**config.mk**
```make
export PLATFORM = sky130hd
export DESIGN_NAME = id_ex_stage
export DESIGN_NICKNAME = d
export VERILOG_FILES = /design/src/rtl/id_ex_stage_pkg.sv /design/src/rtl/id_ex_stage_hazard_detect.sv /design/src/rtl/id_ex_stage.sv
export SDC_FILE = /design/constraint.sdc
export NUM_CORES = 1
export LEC_CHECK = 0
export BUFFER_PORTS_ARGS = -buffer_cell sky130_fd_sc_hd__buf_2
export CORE_AREA = 2 2 134 136
export CTS_CLUSTER_SIZE = 10
export DETAILED_ROUTE_END_ITERATION = 16
export DIE_AREA = 0 0 136 138
export PLACE_DENSITY = 0.76
export REMOVE_ABC_BUFFERS = 1
export SYNTH_ARGS = -nofsm -noshare
export SYNTH_HDL_FRONTEND = slang
export SYNTH_SLANG_ARGS = --single-unit
```
**constraint.sdc**
```tcl
create_clock -name i_clk -period 1.92 [get_ports i_clk]
set_clock_uncertainty 0.15 [all_clocks]
set_input_delay 0.384 -clock i_clk [delete_from_list [all_inputs] [get_ports i_clk]]
set_output_delay 0.384 -clock i_clk [all_outputs]
set_load 0.03 [all_outputs]
```
**src/rtl/id_ex_stage_pkg.sv**
```systemverilog
// Shared widths, the EX-stage register bundle and the WB bypass helper for id_ex_stage.
// CSR fields appear in the bundle only when ZICSR_EN is defined.
package id_ex_stage_pkg;

   localparam int XLEN       = 32;
   localparam int XADDR      = 5;
   localparam int ALUOP_W    = 4;
   localparam int CSR_ADDR_W = 12;
   localparam int CSR_OP_W   = 3;

   typedef struct packed {
      logic                  valid;
      logic                  rd_wr_en;
      logic                  mem_rd_en;
      logic                  mem_wr_en;
`ifdef ZICSR_EN
      logic                  csr_en;
      logic [CSR_OP_W-1:0]   csr_op;
      logic [CSR_ADDR_W-1:0] csr_addr;
`endif
      logic [ALUOP_W-1:0]    alu_op;
      logic [XADDR-1:0]      rs1_addr;
      logic [XADDR-1:0]      rs2_addr;
      logic [XADDR-1:0]      rd_addr;
      logic [XLEN-1:0]       pc;
      logic [XLEN-1:0]       imm;
      logic [XLEN-1:0]       rs1;
      logic [XLEN-1:0]       rs2;
   } ex_regs_t;

   // The register file is written and read on the same edge, so the read port
   // still shows the old value; substitute the value being written back.
   function automatic logic [XLEN-1:0] wb_bypass(
      input logic [XADDR-1:0] rs_addr,
      input logic [XLEN-1:0]  rf_data,
      input logic             wb_en,
      input logic [XADDR-1:0] wb_addr,
      input logic [XLEN-1:0]  wb_data
   );
      if (wb_en && (wb_addr != '0) && (rs_addr == wb_addr))
         return wb_data;
      return rf_data;
   endfunction

endpackage

```
**src/rtl/id_ex_stage_hazard_detect.sv**
```systemverilog
// Combinational load-use detector: a load in EX whose destination is read by
// the valid instruction currently in decode.
import id_ex_stage_pkg::*;

module hazard_detect (
   input  logic             ex_valid_i,
   input  logic             ex_mem_rd_en_i,
   input  logic [XADDR-1:0] ex_rd_addr_i,
   input  logic             id_valid_i,
   input  logic             id_uses_rs1_i,
   input  logic [XADDR-1:0] id_rs1_addr_i,
   input  logic             id_uses_rs2_i,
   input  logic [XADDR-1:0] id_rs2_addr_i,
   output logic             load_use_o
);

   logic rs1_hit;
   logic rs2_hit;

   assign rs1_hit = id_uses_rs1_i && (id_rs1_addr_i == ex_rd_addr_i);
   assign rs2_hit = id_uses_rs2_i && (id_rs2_addr_i == ex_rd_addr_i);

   // x0 is never a real producer, so a load to x0 cannot create a dependency.
   assign load_use_o = ex_valid_i && ex_mem_rd_en_i && (ex_rd_addr_i != '0) &&
                       id_valid_i && (rs1_hit || rs2_hit);

endmodule

```
**src/rtl/id_ex_stage.sv**
```systemverilog
// ID/EX pipeline register with load-use stall, flush bubbles and WB bypass at capture.
// Optional CSR fields are built when ZICSR_EN is defined.
import id_ex_stage_pkg::*;

module id_ex_stage (
   input  logic               i_clk,
   input  logic               i_rst_n,
   input  logic               i_valid_id,
   input  logic [XLEN-1:0]    i_pc_id,
   input  logic [XLEN-1:0]    i_imm_id,
   input  logic [XLEN-1:0]    i_rs1_id,
   input  logic [XLEN-1:0]    i_rs2_id,
   input  logic [XADDR-1:0]   i_rs1_addr_id,
   input  logic [XADDR-1:0]   i_rs2_addr_id,
   input  logic [XADDR-1:0]   i_rd_addr_id,
   input  logic               i_uses_rs1_id,
   input  logic               i_uses_rs2_id,
   input  logic [ALUOP_W-1:0] i_alu_op_id,
   input  logic               i_rd_wr_en_id,
   input  logic               i_mem_rd_en_id,
   input  logic               i_mem_wr_en_id,
   input  logic [XLEN-1:0]    i_rd_wb,
   input  logic [XADDR-1:0]   i_rd_addr_wb,
   input  logic               i_rd_wb_wr_en,
   input  logic               i_flush,
   input  logic               i_stall_ext,
`ifdef ZICSR_EN
   input  logic                  i_csr_en_id,
   input  logic [CSR_OP_W-1:0]   i_csr_op_id,
   input  logic [CSR_ADDR_W-1:0] i_csr_addr_id,
   output logic                  o_csr_en_ex,
   output logic [CSR_OP_W-1:0]   o_csr_op_ex,
   output logic [CSR_ADDR_W-1:0] o_csr_addr_ex,
`endif
   output logic               o_stall_id,
   output logic               o_valid_ex,
   output logic [XLEN-1:0]    o_pc_ex,
   output logic [XLEN-1:0]    o_imm_ex,
   output logic [XLEN-1:0]    o_rs1_ex,
   output logic [XLEN-1:0]    o_rs2_ex,
   output logic [XADDR-1:0]   o_rs1_addr_ex,
   output logic [XADDR-1:0]   o_rs2_addr_ex,
   output logic [XADDR-1:0]   o_rd_addr_ex,
   output logic [ALUOP_W-1:0] o_alu_op_ex,
   output logic               o_rd_wr_en_ex,
   output logic               o_mem_rd_en_ex,
   output logic               o_mem_wr_en_ex
);

   ex_regs_t ex_q;
   ex_regs_t ex_d;
   logic     load_use;

   hazard_detect u_hazard_detect (
      .ex_valid_i     (ex_q.valid),
      .ex_mem_rd_en_i (ex_q.mem_rd_en),
      .ex_rd_addr_i   (ex_q.rd_addr),
      .id_valid_i     (i_valid_id),
      .id_uses_rs1_i  (i_uses_rs1_id),
      .id_rs1_addr_i  (i_rs1_addr_id),
      .id_uses_rs2_i  (i_uses_rs2_id),
      .id_rs2_addr_i  (i_rs2_addr_id),
      .load_use_o     (load_use)
   );

   // A flush kills the dependent instruction anyway, so it needs no stall.
   assign o_stall_id = i_stall_ext || (load_use && !i_flush);

   always_comb begin
      ex_d = ex_q;
      if (!i_stall_ext) begin
         if (i_flush || load_use) begin
            // Bubble: only control is cleared, data fields are don't-care.
            ex_d.valid     = 1'b0;
            ex_d.rd_wr_en  = 1'b0;
            ex_d.mem_rd_en = 1'b0;
            ex_d.mem_wr_en = 1'b0;
`ifdef ZICSR_EN
            ex_d.csr_en    = 1'b0;
`endif
         end else begin
            ex_d.valid     = i_valid_id;
            ex_d.rd_wr_en  = i_valid_id && i_rd_wr_en_id && (i_rd_addr_id != '0);
            ex_d.mem_rd_en = i_valid_id && i_mem_rd_en_id;
            ex_d.mem_wr_en = i_valid_id && i_mem_wr_en_id;
`ifdef ZICSR_EN
            ex_d.csr_en    = i_valid_id && i_csr_en_id;
            ex_d.csr_op    = i_csr_op_id;
            ex_d.csr_addr  = i_csr_addr_id;
`endif
            ex_d.alu_op    = i_alu_op_id;
            ex_d.rs1_addr  = i_rs1_addr_id;
            ex_d.rs2_addr  = i_rs2_addr_id;
            ex_d.rd_addr   = i_rd_addr_id;
            ex_d.pc        = i_pc_id;
            ex_d.imm       = i_imm_id;
            ex_d.rs1       = wb_bypass(i_rs1_addr_id, i_rs1_id, i_rd_wb_wr_en,
                                       i_rd_addr_wb, i_rd_wb);
            ex_d.rs2       = wb_bypass(i_rs2_addr_id, i_rs2_id, i_rd_wb_wr_en,
                                       i_rd_addr_wb, i_rd_wb);
         end
      end
   end

   always_ff @(posedge i_clk or negedge i_rst_n) begin
      if (!i_rst_n) begin
         ex_q <= '0;
      end else begin
         ex_q <= ex_d;
      end
   end

   assign o_valid_ex     = ex_q.valid;
   assign o_pc_ex        = ex_q.pc;
   assign o_imm_ex       = ex_q.imm;
   assign o_rs1_ex       = ex_q.rs1;
   assign o_rs2_ex       = ex_q.rs2;
   assign o_rs1_addr_ex  = ex_q.rs1_addr;
   assign o_rs2_addr_ex  = ex_q.rs2_addr;
   assign o_rd_addr_ex   = ex_q.rd_addr;
   assign o_alu_op_ex    = ex_q.alu_op;
   assign o_rd_wr_en_ex  = ex_q.rd_wr_en;
   assign o_mem_rd_en_ex = ex_q.mem_rd_en;
   assign o_mem_wr_en_ex = ex_q.mem_wr_en;
`ifdef ZICSR_EN
   assign o_csr_en_ex    = ex_q.csr_en;
   assign o_csr_op_ex    = ex_q.csr_op;
   assign o_csr_addr_ex  = ex_q.csr_addr;
`endif

endmodule

```
# Yosys cells after proc, flatten, opt, wreduce, memory -nomap -nowiden
# Cells that the tools add are included.
# W data, S select, Z words.
op_classes:
  n_reduce_logical: 22
  addsub: 0
  eq_ne: 4
  mux: 11
  mul: 0
  magnitude_cmp: 0
  shift: 0
  n_bitwise: 2
  div: 0
ops:
  columns: ["op", "n"]
  rows:
  - ["$mux W32", 4]
  - ["$eq A5 B5 Y1", 4]
  - ["$reduce_bool A5 Y1", 3]
  - ["$logic_and A1 B1 Y1", 14]
  - ["$mux W1", 6]
  - ["$mux W4", 1]
  - ["$logic_or A1 B1 Y1", 3]
  - ["$not A1 Y1", 2]
  - ["$reduce_and A2 Y1", 1]
  - ["$logic_not A1 Y1", 1]
totals:
  latch_bits: 0
  rom_bits: 0
  n_memories: 0
  ff_bits: 151
  ram_bits: 0
  wordCells: 51
  output_inout_bits: 152

# Depth between registers and ports, before layout
# Gate-level depths: netlist of the first run.
logic_depth:
  ltp_word: 8
  depth_mapped: 7
  ltp_nobuf: 5

# Hierarchy
# A second synthesis of the first run with hierarchy kept.
hier_totals:
  hier_cells: 733
  area_unflattened_um2: 6826.5
by_module_without_submodules:
  columns: ["module", "area_each_um2", "instances", "seq_area_each_um2", "cells_each"]
  rows:
  - ["id_ex_stage", 6695.2, 1, 3778.6, 716]
  - ["hazard_detect", 131.4, 1, 0.0, 17]

# Worst setup path before layout of the first run
# No wires, ideal clock.
synth_path:
  path_kind: "register to register"
  startpoint: "reg ex_q, in the netlist o_rd_addr_ex[4]"
  endpoint: "reg ex_q, in the netlist o_rs1_ex[0]"
  slack_ps: -331
  t_arrival_ps: 1977
  n_path_buf: 2
  setup_ps: 125
  required_ps: 1645
  path_stages_with_launch: 8
  synth_period_minus_slack_ps: 2251
  path_cell_list: "dfrtp_1 xnor2_1 nand4_1 o22ai_1 a211oi_2 buf_2 buf_4 mux2_2"
synth_between:
  elab_chain_len: 7
synth_rtl:
  columns: ["item", "line", "text"]
  rows:
  - ["start, declared", "id_ex_stage.sv:50", "ex_regs_t ex_q;"]
  - ["start signal, assigned", "id_ex_stage.sv:107", "ex_q <= '0;"]
  - ["start signal, assigned", "id_ex_stage.sv:109", "ex_q <= ex_d;"]
  - ["$eq A5 B5 Y1, or another cell as far along", "id_ex_stage_hazard_detect.sv:20", "assign rs1_hit = id_uses_rs1_i && (id_rs1_addr_i == ex_rd_addr_i);"]
  - ["$logic_and A1 B1 Y1 (on tied branches)", "id_ex_stage_hazard_detect.sv:20, id_ex_stage_hazard_detect.sv:21, id_ex_stage_hazard_detect.sv:24", null]
  - ["$logic_or A1 B1 Y1 or $logic_and A1 B1 Y1 (tied branches)", "id_ex_stage_hazard_detect.sv:25, id_ex_stage_hazard_detect.sv:24", null]
  - ["$logic_and A1 B1 Y1 *", "id_ex_stage_hazard_detect.sv:25", "id_valid_i && (rs1_hit || rs2_hit);"]
  - ["$logic_or A1 B1 Y1 *", "id_ex_stage.sv:72", "if (i_flush || load_use) begin"]
  - ["$not A1 Y1 (no line) *", null, null]
  - ["$reduce_and A2 Y1 (no line) *", null, null]
# Mark *: on every way between the ends. The rest lies on a longest branch, timed or not.
# A chain may end at the register's enable or synchronous reset.

# Worst setup path after layout of the first run
layout_path:
  startpoint: "reg ex_q, in the netlist o_rd_addr_ex[0]"
  endpoint: "reg ex_q, in the netlist o_pc_ex[17]"
# The elaborated chain is that of the path after synthesis.

==> results of run 1 <==
## metrics by stage
stage               util (%)  instance area [sq um]  hold slack (ps)  setup WS, ps  instances
floorplan                  -                   6980            -61.6         -7540        406
global placement        53.5                   9390              168          -506       1019
detailed placement      53.5                   9390              172          -510       1019
CTS                     57.5                  10100             26.6          -398       1057
global route            59.3                  10400             22.3          -517       1069
finish                  59.3                  10400             45.7          -418       1069
## flip-flops by register name, summed over array words and instances (netlist names)
signal          count
o_alu_op_ex         4
o_imm_ex           32
o_mem_rd_en_ex      1
o_mem_wr_en_ex      1
o_pc_ex            32
o_rd_addr_ex        5
o_rd_wr_en_ex       1
o_rs1_addr_ex       5
o_rs1_ex           32
o_rs2_addr_ex       5
o_rs2_ex           32
o_valid_ex          1
## kinds of logic (layout without fill, tap and decap cells)
logic type | Yosys count | in the layout
flops | 151 | 151
compound gates | 10 | 10
xor+xnor | 20 | 20
mux | 211 | 211
simple gates | 14 | 14
buf+inv | 22 | 434
## final timing paths
| check | cells past startpoint | slack, ps | end | from |
|---|---|---|---|---|
| min in group asynchronous | 2 | 310 | o_rs2_addr_ex[4]$_DFFE_PN0P_ | i_rst_n |
| max reg2reg | 10 | -420 | o_pc_ex[17]$_DFFE_PN0P_ | o_rd_addr_ex[0]$_DFFE_PN0P_ |
| max in group asynchronous | 3 | 720 | o_pc_ex[13]$_DFFE_PN0P_ | i_rst_n |
| min reg2reg | 1 | 340 | o_mem_wr_en_ex$_DFFE_PN0N_ | o_mem_wr_en_ex$_DFFE_PN0N_ |
| min | 2 | 50 | o_alu_op_ex[2]$_DFFE_PN0P_ | i_alu_op_id[2] |
| max | 10 | -420 | o_pc_ex[17]$_DFFE_PN0P_ | o_rd_addr_ex[0]$_DFFE_PN0P_ |
## worst max-delay path: cells and delay by family, from the launching register on
family | cells | cell delay, ps
flip-flops | 1 | 420
multiplexers | 1 | 300
AND/OR/NAND/NOR | 1 | 90
XOR/XNOR | 1 | 160
AO/OA/AOI/OAI | 2 | 390
buffers and inverters | 5 | 710
## repair_timing
action / CTS / global route
setup buffers: 4 / 9
hold endpoints to repair: 30 / 0
hold buffers: 1 / 0
gates cloned: 1 / 4
pin swaps: 1 / 8
setup endpoints to repair: 150 / 152
gates resized for setup: 12 / 43
## Yosys cell counts (all sizes together)
master	number	area (sq um)
nand4	2	12.5
a21oi	1	5.00
o22ai	1	6.26
dfrtp	151	3780
mux2	211	2830
xor2	4	35.0
o311a	1	10.0
o21bai	1	7.51
buf	22	168
or3	1	6.26
o21ai	1	16.3
nand2	3	11.3
nor2	1	3.75
a32o	2	20.0
or4	1	11.3
nand3	3	15.0
xnor2	16	140
a22o	2	17.5
nor3	1	5.00
nor4	2	42.5
a211oi	1	12.5
## metal layers
metal  vias up  routed length [um]  GRT usage, %
met5         -                   0             0
met2       207                9520          33.1
li1       2341                   -             -
met4         0                 254          5.21
met3        18                1430          5.68
met1      2600                7530          23.6
## area by class of cell
type	count	area (sq um)
fillers	1431	7130
flip-flops and latches	151	3780
clock buffers	19	453
well taps	229	287
repair buffers	402	2460
clock inverters	13	134
multi-input cells	255	3290
## power by group
group          switching, uW  leakage, uW  internal (uW)  total (uW)
clock network           1460     0.000280           1890        3350
logic                   1680      0.00311           1310        2990
registers                264      0.00178           3660        3920
total                   3400      0.00517           6860       10300
==> results.md, run 1 <==
* Synth Area in Adders at 0%
* # DRC at 0
* Clock-pin slew on the worst setup and hold paths at 70 ps
* Clock Path Buffers at 2
* Final Critical Period at 2340 ps
* Share of layout cells above drive strength 1 at roughly 78%
* Drt first-iter violations at 167
* Core area at 0.0175 sq mm
* WP data required at between 2000 and 2500 ps
* Yosys warns at 0
* Vias in the first global route at between 5000 and 6000
* Final Max Slew Viols at 0
* Leakage at 0.00517 uW
* H-tree depth at 4
* PwrDens at about 990 mW/mm^2
* Worst-Margin Slew at 391 ps
* ANT cells at 0
* CTS tree: yes
* Overflow after GRT at 0
* DR vias at 5166
* Final Wtd Congestion at 0.817
* Total track usage at 19.3%
* Via density at about 4.8
* Mapped Cells at 428
* Compound-Gate Fraction of Synth Area at under 10%
* IO Port Bufs at 346
* Min-Delay Path Class: in -> reg
* Arrival time at the worst endpoint at 2490 ps
* Max incr delay on CP at 420 ps
* Die Wd at around 140 um
* Final ANT Viol Nets at 0
* Post-synthesis mux area share at 39.5%
* Crit path max fanout at 5
* Area Overhead vs Synth at 45.5%
* Post-Synth Simple-Gate Area at 1.50%
* RSZ-0062 raised after global routing: true
* DRT Pass-1 Iters at 4
* Area of the mapped netlist at roughly 0.0072 sq mm
* Clock buffer count from CTS at 17
* Final WS setup at -418 ps
* Row count at 49
* CP dominant cell by count: buf_4
* Total power at 10300 uW
* Synth Area in XOR/XNOR at about 2.4%
* Syn avg cell area at roughly 17 sq um
* Synth Register Bits at around 150
* Per-cell routed wire length at 17.5 um
* Final setup fails at 152
* Main combinational cell family by area after synthesis: multiplexers
* Post-synth cell types at 24
* Final TNS setup at -49420 ps
* Final Hold Vio Count at 0
* WL final at 18700 um
* Max-cap check violation count at 0
* Final period utilization at 122%
* Commonest cells after routing, fill and taps aside: buf_2, dfrtp_1, mux2_4
* Pin count of the biggest net entering global routing at 48
* CP Class: reg -> reg
* DP HPWL at 13700 um
* Layout net count at ~1000
* Outcome: finished with violations
* Die area at 0.0188 sq mm
* Failing checks: negative setup slack
* First-pass GRT wire length at 28300 um
* Starting Density at 40.8%
* Initial antenna violation count at 0
* Clk Latency, worst-skew pair at 410 ps
* Die height at 138 um
* VDD IR max at ~0.54 mV
* Relative slew slack at 73.9%
* Sequential share of the synthesized area at ~53%
* Root Driver: clkbuf_16
* Crit path capture type: flop
* Commonest non-fill, non-tap cell in the layout: buf_2
* Max frequency at 428 MHz
* Cells along the critical path: xnor2_1 > nand2_1 > o22ai_2 > buf_4 > a211oi_4 > buf_4 > buf_8 > buf_6 > clkbuf_16 > mux2_4
* CTS Sinks at 151
* Startpoint Class: flop
* # IOs at 347
* Slowest cell on the critical path: dfrtp_1
Note: power is estimated with default switching activity, not from simulation.
==> run 2, diff against run 1 <==
Settings changed: CORE_AREA 2 2 134 136 to not set, CORE_ASPECT_RATIO set to 0.6, CORE_UTILIZATION set to 42, DIE_AREA 0 0 136 138 to not set, PLACE_DENSITY 0.76 to 0.77.
==> results.md, run 2 (synthesis gave the netlist of run 1 again) <==
* Max frequency at 434 MHz (+1.6%)
* Placed Cells incl. Taps at 1023 (+0.39%)
* Final Max Slew Viols at 0 (unchanged)
* Die area at 0.0176 sq mm (-6.4%)
* Drt first-iter violations at 174 (+4.2%)
* Failing checks: negative setup slack
* Routed met2 length at 10400 um (+9.5%)
* Metal-1 WL at 9090 um (+21%)
* Total track usage at 21.6% (+2.3 points)
* Filler instances at 1248 (-13%)
* CTS tree: yes
* DP HPWL at 14900 um (+8.4%)
* Row count at 36 (-27%)
* Relative slew slack at 66.7% (-7.3 points)
* Top layer in use: met5
* Final Hold Vio Count at 0 (unchanged)
* Storage element area at 0.00378 sq mm (+0.13%)
* Slowest cell on the critical path: dfrtp_2
* DRT Pass-1 Iters at 4 (unchanged)
* RSZ-0062 raised after global routing: true
* Leakage at 0.00551 uW (+6.5%)
* Overflow after GRT at 0 (unchanged)
* Final WS setup at -382 ps (+36.4 ps)
* DR vias at 5208 (+0.81%)
* Crit path max fanout at 8 (+3)
* Initial antenna violation count at 2 (+2)
* Worst-Margin Slew at 496 ps (+105 ps)
* Max-cap check violation count at 0 (unchanged)
* # DRC at 0 (unchanged)
* Crit path capture type: flop
* WP data required at 2060 ps (about the same)
* Arrival time at the worst endpoint at 2440 ps (-50 ps)
* Min-Delay Path Class: in -> reg
* PwrDens at 966 mW/mm^2 (-2.1%)
* Vias in the first global route at 5199 (-3.6%)
* IO Port Bufs at 346 (unchanged)
* WL final at 21200 um (+13%)
* Final period utilization at 120% (-1.9 points)
* Final Wtd Congestion at 0.857 (+4.9%)
* WL met3 at 1360 um (-4.8%)
* Commonest non-fill, non-tap cell in the layout: buf_2
* Pin count of the biggest net entering global routing at 40 (-17%)
* Multi-input gate area at 0.00357 sq mm (+8.5%)
* Clock buffer count from CTS at 17 (unchanged)
* CP Class: reg -> reg
* Root Driver: clkbuf_16
* Starting Density at 43.5% (+2.7 points)
* Outcome: finished with violations
* Final Instance Count excl. Fillers at 1073 (+0.37%)
* Die height at 103 um (-25%)
* Final ANT Viol Nets at 0 (unchanged)
* Share of layout cells above drive strength 1 at 78.6% (+1.1 points)
* Final Critical Period at 2300 ps (-36.4 ps)
* # IOs at 347 (unchanged)
* Core Util, Final at 66.0% (+6.7 points)
* CTS Sinks at 151 (unchanged)
* First-pass GRT wire length at 28500 um (+0.66%)
* Layout net count at 1027 (+0.49%)
* Commonest cells after routing, fill and taps aside: buf_2, mux2_4, dfrtp_1
* Max incr delay on CP at 470 ps (+50 ps)
* Startpoint Class: flop
* Cells along the critical path: xnor2_2 > nand4_1 > o22ai_2 > buf_4 > a211oi_4 > buf_6 > buf_12 > clkbuf_16 > mux2_4
* ANT cells at 0 (unchanged)
* Via density at 4.85 (+0.44%)
* H-tree depth at 4 (unchanged)
* Die Wd at 170 um (+25%)
* Clock-pin slew on the worst setup and hold paths at 70 ps (about the same)
* Clock Path Buffers at 2 (unchanged)
* VDD IR max at 0.637 mV (+17%)
* Area Overhead vs Synth at 51.8%
* Clk Latency, worst-skew pair at 410 ps (about the same)
* Core area at 0.0164 sq mm (-6.2%)
* Per-cell routed wire length at 19.8 um (+13%)
* Final setup fails at 152 (unchanged)
## run 2: worst paths after layout
| check | start | slack (ps) | endpoint | cells past startpoint |
|---|---|---|---|---|
| worst max-delay path | o_rd_addr_ex[3]$_DFFE_PN0P_ | -380 | o_rs2_ex[28]$_DFFE_PN0P_ | 9 |
| worst min register to register | o_mem_wr_en_ex$_DFFE_PN0N_ | 340 | o_mem_wr_en_ex$_DFFE_PN0N_ | 1 |
| worst max register to register | o_rd_addr_ex[3]$_DFFE_PN0P_ | -380 | o_rs2_ex[28]$_DFFE_PN0P_ | 9 |
| min in group asynchronous | i_rst_n | 320 | o_rs1_ex[10]$_DFFE_PN0P_ | 2 |
| max in group asynchronous | i_rst_n | 740 | o_pc_ex[0]$_DFFE_PN0P_ | 3 |
| worst min-delay path | i_pc_id[19] | 40 | o_pc_ex[19]$_DFFE_PN0P_ | 2 |
## run 2: where the power goes
| part | total (uW) | switching (uW) | leakage (uW) | internal [uW] |
|---|---|---|---|---|
| clock network | 3320 | 1460 | 0.000285 | 1860 |
| registers | 3950 | 294 | 0.00177 | 3660 |
| logic | 3200 | 1750 | 0.00345 | 1450 |
| total | 10500 | 3510 | 0.00551 | 6970 |
## run 2: layout make-up
| class | instances | share of cell area [%] |
|---|---|---|
| clock buffers | 18 | 4.05 |
| clock inverters | 14 | 1.29 |
| multi-input cells | 255 | 32.9 |
| flip-flops and latches | 151 | 34.9 |
| well taps | 228 | 2.63 |
| repair buffers | 407 | 24.3 |
## run 2: repair_timing
| action | in CTS | in global routing |
|---|---|---|
| hold endpoints to repair | 32 | 0 |
| cloned | 1 | 8 |
| setup buffers | 8 | 1 |
| pin swaps | 2 | 2 |
| hold buffers | 1 | 0 |
| endpoints found under the setup margin | 151 | 152 |
| resized for setup | 30 | 103 |
## run 2: layer usage
layer	up-vias	global-route usage [%]
li1	2348	-
met1	2642	26.6
met2	186	37.2
met3	28	7.02
met4	4	5.13
met5	-	0
## run 2: critical path, delay by kind of cell (launching register included)
family                 cells  cell delay [ps]
AND/OR/NAND/NOR            1               80
multiplexers               1              300
flip-flops                 1              470
XOR/XNOR                   1              150
buffers and inverters      4              690
AO/OA/AOI/OAI              2              320
## run 2: metrics by stage
stage / TNS, ps / setup WS [ps] / hold slack, ps / power (uW) / cell area [sq um]
2_1_floorplan: -1129940 / -7540 / -61.6 / 5850 / 6980
3_3_place_gp: -72380 / -607 / 183 / 6810 / 9500
3_5_place_dp: -71480 / -588 / 181 / 6880 / 9500
4_1_cts: -48150 / -377 / 33.2 / 10300 / 10300
5_1_grt: -57870 / -442 / 31.9 / 10900 / 10900
6_report: -47610 / -382 / 44.9 / 10500 / 10900
